[src/rtl/hex_counter_display.sv]
// Debounced push-button up/down counter. The count is shown on a time-multiplexed
// N-digit hex 7-segment display and mirrored on the LEDs.
module hex_counter_display #(
  parameter int WIDTH           = 16,
  parameter int DIGITS          = 4,
  parameter int DEBOUNCE_CYCLES = 50000,
  parameter int SCAN_DIV        = 1000,
  parameter bit SEG_ACTIVE_LOW  = 1'b0
) (
  input  logic              sys_clk,
  input  logic              sys_rst_n,
  input  logic              key,
  input  logic              dir,
  input  logic              clr,
  output logic [WIDTH-1:0]  count,
  output logic [WIDTH-1:0]  leds,
  output logic [6:0]        seg,
  output logic [DIGITS-1:0] digit_en,
  output logic              press
);

  localparam int DBW = $clog2(DEBOUNCE_CYCLES);
  localparam int SDW = $clog2(SCAN_DIV);
  localparam int IW  = (DIGITS > 1) ? $clog2(DIGITS) : 1;

  function automatic logic [6:0] hex_decode(input logic [3:0] nib);
    logic [6:0] s;
    case (nib)
      4'h0: s = 7'h3F;
      4'h1: s = 7'h06;
      4'h2: s = 7'h5B;
      4'h3: s = 7'h4F;
      4'h4: s = 7'h66;
      4'h5: s = 7'h6D;
      4'h6: s = 7'h7D;
      4'h7: s = 7'h07;
      4'h8: s = 7'h7F;
      4'h9: s = 7'h6F;
      4'hA: s = 7'h77;
      4'hB: s = 7'h7C;
      4'hC: s = 7'h39;
      4'hD: s = 7'h5E;
      4'hE: s = 7'h79;
      4'hF: s = 7'h71;
      default: s = 7'h00;
    endcase
    return s;
  endfunction

  logic             key_meta_r, key_sync_r, dir_meta_r, dir_sync_r;
  logic [DBW-1:0]   db_cnt_r, db_cnt_nxt_s;
  logic             key_db_r, key_db_nxt_s, key_db_d_r;
  logic             rise_s, press_r;
  logic [WIDTH-1:0] count_r, count_nxt_s;
  logic [SDW-1:0]   div_r, div_nxt_s;
  logic             tick_s;
  logic [IW-1:0]    idx_r, idx_nxt_s;
  logic [WIDTH+3:0] ext_s, shifted_s;
  logic [3:0]       nib_s;
  logic [6:0]       seg_r;
  logic [DIGITS-1:0] digit_en_r, digit_en_nxt_s;

  // Debounce: the filtered key only follows the synchronised key after a full stable run
  always_comb begin
    db_cnt_nxt_s = db_cnt_r;
    key_db_nxt_s = key_db_r;
    if (key_sync_r != key_db_r) begin
      if (db_cnt_r == DBW'(DEBOUNCE_CYCLES - 1)) begin
        key_db_nxt_s = key_sync_r;
        db_cnt_nxt_s = '0;
      end else begin
        db_cnt_nxt_s = db_cnt_r + DBW'(1);
      end
    end else begin
      db_cnt_nxt_s = '0;
    end
  end

  assign rise_s = key_db_r & ~key_db_d_r;

  // Counter next value: clear wins over a simultaneous press
  always_comb begin
    count_nxt_s = count_r;
    if (clr) begin
      count_nxt_s = '0;
    end else if (rise_s) begin
      if (dir_sync_r) begin
        count_nxt_s = count_r - WIDTH'(1);
      end else begin
        count_nxt_s = count_r + WIDTH'(1);
      end
    end else begin
      count_nxt_s = count_r;
    end
  end

  // Scan divider, digit index and the nibble of the digit about to be shown
  always_comb begin
    tick_s = (div_r == SDW'(SCAN_DIV - 1));
    div_nxt_s = div_r + SDW'(1);
    idx_nxt_s = idx_r;
    if (tick_s) begin
      div_nxt_s = '0;
      if (idx_r == IW'(DIGITS - 1)) begin
        idx_nxt_s = '0;
      end else begin
        idx_nxt_s = idx_r + IW'(1);
      end
    end else begin
      idx_nxt_s = idx_r;
    end
    ext_s          = {4'b0000, count_r};
    shifted_s      = ext_s >> (32'd4 * 32'(idx_nxt_s));
    nib_s          = shifted_s[3:0];
    digit_en_nxt_s = DIGITS'(1'b1) << idx_nxt_s;
  end

  // Input synchronisers, debounce state and press edge detect
  always_ff @(posedge sys_clk or negedge sys_rst_n) begin
    if (!sys_rst_n) begin
      key_meta_r <= 1'b0;
      key_sync_r <= 1'b0;
      dir_meta_r <= 1'b0;
      dir_sync_r <= 1'b0;
      db_cnt_r   <= '0;
      key_db_r   <= 1'b0;
      key_db_d_r <= 1'b0;
      press_r    <= 1'b0;
    end else begin
      key_meta_r <= key;
      key_sync_r <= key_meta_r;
      dir_meta_r <= dir;
      dir_sync_r <= dir_meta_r;
      db_cnt_r   <= db_cnt_nxt_s;
      key_db_r   <= key_db_nxt_s;
      key_db_d_r <= key_db_r;
      press_r    <= rise_s;
    end
  end

  // Event counter
  always_ff @(posedge sys_clk or negedge sys_rst_n) begin
    if (!sys_rst_n) begin
      count_r <= '0;
    end else begin
      count_r <= count_nxt_s;
    end
  end

  // Display scan; seg and digit_en load together so a slot never shows a mixed state
  always_ff @(posedge sys_clk or negedge sys_rst_n) begin
    if (!sys_rst_n) begin
      div_r      <= '0;
      idx_r      <= '0;
      seg_r      <= 7'h00;
      digit_en_r <= '0;
    end else begin
      div_r <= div_nxt_s;
      idx_r <= idx_nxt_s;
      if (tick_s) begin
        seg_r      <= hex_decode(nib_s);
        digit_en_r <= digit_en_nxt_s;
      end else begin
        seg_r      <= seg_r;
        digit_en_r <= digit_en_r;
      end
    end
  end

  assign count    = count_r;
  assign leds     = count_r;
  assign press    = press_r;
  assign seg      = seg_r ^ {7{SEG_ACTIVE_LOW}};
  assign digit_en = digit_en_r ^ {DIGITS{SEG_ACTIVE_LOW}};

endmodule

[config.mk]
export PLATFORM = sky130hd
export DESIGN_NAME = hex_counter_display
export DESIGN_NICKNAME = d
export VERILOG_FILES = /design/src/rtl/hex_counter_display.sv
export SDC_FILE = /design/constraint.sdc
export NUM_CORES = 1
export LEC_CHECK = 0
export ABC_AREA = 1
export CAP_MARGIN = 20
export CELL_PAD_IN_SITES_DETAIL_PLACEMENT = 1
export CELL_PAD_IN_SITES_GLOBAL_PLACEMENT = 1
export CORE_ASPECT_RATIO = 1.1
export CORE_UTILIZATION = 41
export CTS_CLUSTER_DIAMETER = 50
export DETAILED_ROUTE_END_ITERATION = 8
export HOLD_SLACK_MARGIN = 0.03
export PLACE_DENSITY = 0.86
export SLEW_MARGIN = 30
export SYNTH_ARGS = -nofsm -noshare
export SYNTH_HDL_FRONTEND = slang
export SYNTH_SLANG_ARGS = --single-unit
export TNS_END_PERCENT = 50
[constraint.sdc]
create_clock -name sys_clk -period 3.2 [get_ports sys_clk]
set_input_delay 0.48 -clock sys_clk [delete_from_list [all_inputs] [get_ports sys_clk]]
set_output_delay 0.48 -clock sys_clk [all_outputs]
set_load 0.01 [all_outputs]
==> results.toml <==
[run]
drv_cap = 0

[critical_path]
critPathMaxFanout = 16
required_ns = 3.44
arrival_ns = 3.09
startpoint_type = "register"
endpoint_kind = "register"
r2r_slack_ns = 0.35
path_class = "reg -> reg"
reg2reg_depth = 12
timing.rr.end = "count[10]"
r2r-start = "dir_sync_r"

[global_route]
grt_overflow = 0
grt_pass1_vias = 3715
grt_max_degree = 26
grt_pass1_wl_um = 18000
grt_usage_pct = 23.4
antenna_found_initial = 0

[floorplanning]
core_mm2 = 0.00931
ios = 49
chipWidth_um = 95.1
start_util_pct = 42.0
dieArea_mm2 = 0.00993
core.rowCount = 37
fp.dieH_um = 104

[yosys]
yosys.area.top_type = "dfrtp_1"
synth_edf_count = 0
postSynthAreaPerCell_um2 = 7.68
synthDistinctLibCells = 35
ys_ff_latch = 62
syn-num-nets = 539
syn_area_mm2 = 0.00391
synth_top_area_share_pct = 39.7
synth_common_cells = "nand2_1 (115), dfrtp_1 (62), inv_1 (58)"
synthCells = 509
postSynth.asyncResetShare_pct = 100
yosys_warnings = 0
ys_seq_area_share_pct = 39.7
synthTopCellsByArea = "dfrtp_1 (40%), nand2_1 (11%), ha_1 (7.7%)"
post-synth-top-count-cell = "nand2_1"
synth_ff_type = "dfrtp_1"

[finish]
nNetsFinal = 581
diodes = 0
final_area_mm2 = 0.00461
area_delta_synth_final_pct = 18.0
drive_gt1_share_pct = 7.73

[worst_hold_path]
hold_class = "in -> async"

[cts]
cts_resized = 0
clk_pin_slew_ns = 0.08
cts_buffers = 9
root_buffer = "clkbuf_8"
htreeDepth = 3
clockBufferDepth = 2
clock_latency_ns = 0.35
cts_setup_buffers = 0
cts_hold_repair.buffers = 0
clock_sinks = 62
cts_tree = "done"

[route]
remaining_drc_errors = 0
via_per_inst = 5.29
wl_per_cell_um = 15.9
drt_first_pass_iters = 4
vias = 3561
first_iter_violations = 103
ant_nets = 0
routed_wirelength_um = 10700

[sta]
setup_violations = 0
fmax_mhz = 351
period_needed_ns = 2.85
worst_pin_slew_ns = 0.642
slew_headroom_pct = 57.2
rsz0062_at_grt = "false"
finalCritPeriodShare_pct = 89.1
clock_skew_ns = 0.0110
hold_violations = 0
setup_tns_ns = 0
slew_viol_final = 0

[power_and_ir_drop]
total_leakage_power_nw = 2.21
power.density_mw_per_mm2 = 343
vdd_drop_max_mv = 0.190
power_mw = 1.58

[placed_design]
port_buffers = 48
dp_hpwl_um = 8210
dpl_cell_area_mm2 = 0.00441
gp_congestion = 0.902

[outcome]
status = "completed"
==> sequential cells by signal, indices dropped and copies added (netlist names) <==
signal	count
count	16
db_cnt_r	16
div_r	10
seg	7
digit_en	4
idx_r	2
dir_meta_r	1
dir_sync_r	1
key_db_d_r	1
key_db_r	1
key_meta_r	1
key_sync_r	1
press	1
==> critical path: stages, from the launching register on <==
cell and delay (ns):
dfrtp_1 0.75, inv_1 0.12, fa_1 0.42, o21ai_0 0.39, nand2_1 0.16, nand2_1 0.11, nand2_1 0.06, nand2_1 0.13
nand2_1 0.08, o21ai_0 0.22, a21oi_1 0.12, o21ai_0 0.10, nand2_1 0.08
==> per-stage QoR <==
stage	cells	util, %	setup slack (ns)	hold WS, ns
3_3_place_gp	657	47.4	0.681	0.333
5_1_grt	673	49.5	0.172	0.152
4_1_cts	673	49.5	0.436	0.133
6_report	673	49.5	0.348	0.120
2_1_floorplan	509	-	0.952	0.184
3_5_place_dp	657	47.4	0.498	0.341
==> layer usage <==
| layer | track usage, % | up-vias | routed length (um) |
|---|---|---|---|
| met5 | 0 | - | 0 |
| met2 | 39.0 | 59 | 5350 |
| li1 | - | 1727 | - |
| met3 | 3.07 | 17 | 322 |
| met1 | 29.6 | 1758 | 4790 |
| met4 | 10.3 | 0 | 223 |
==> report_power, final <==
group | total [mW] | leakage (nW) | internal, mW | switching, mW
Clock | 0.719 | 0.106 | 0.399 | 0.321
Combinational | 0.0682 | 1.26 | 0.0200 | 0.0482
Sequential | 0.796 | 0.840 | 0.789 | 0.00692
==> how the worst max path moves through the flow <==
stage	startpoint	end	slack (ns)	cells past startpoint
2_1_floorplan	idx_r[0]	seg[5]	0.95	15
3_3_place_gp	div_r[0]	seg[0]	0.68	17
3_5_place_dp	dir_sync_r	count[10]	0.50	12
4_1_cts	dir_sync_r	count[10]	0.44	12
5_1_grt	dir_sync_r	count[10]	0.17	12
6_report	dir_sync_r	count[10]	0.35	12
==> area by class of cell <==
cell class	instances	area, um^2
well taps	117	146
clock inverters	4	45.0
inverters	64	240
multi-input cells	363	1970
fillers	1179	4700
repair buffers	51	498
flip-flops and latches	62	1550
clock buffers	12	155
==> cells in the final DEF (no fill, tap or decap), drive strengths merged, types with 4 or more instances in the layout <==
cell	synthesis	final
nand2	127	127
inv	63	63
dfrtp	62	62
nand3	52	52
clkdlybuf4s50	0	47
nor2	47	47
o21ai	34	34
a21oi	33	33
ha	24	24
nor3	13	13
clkbuf	3	12
xor2	7	7
nand4	6	6
o22ai	5	5
clkinv	1	4
buf	17	4
==> cells by family (layout without fill, tap and decap cells) <==
| kind of cell | after synthesis | after routing | share of synthesized area [%] |
|---|---|---|---|
| xor gates and xnor gates | 9 | 9 | 2.02 |
| adders and majority gates | 25 | 25 | 8.20 |
| DFF | 62 | 62 | 39.7 |
| and+or+nand+nor | 252 | 252 | 29.8 |
| buffers and inverters | 84 | 131 | 9.80 |
| AOI/OAI and AO/OA | 77 | 77 | 10.4 |
No activity file was read; power rests on OpenSTA's default activity.
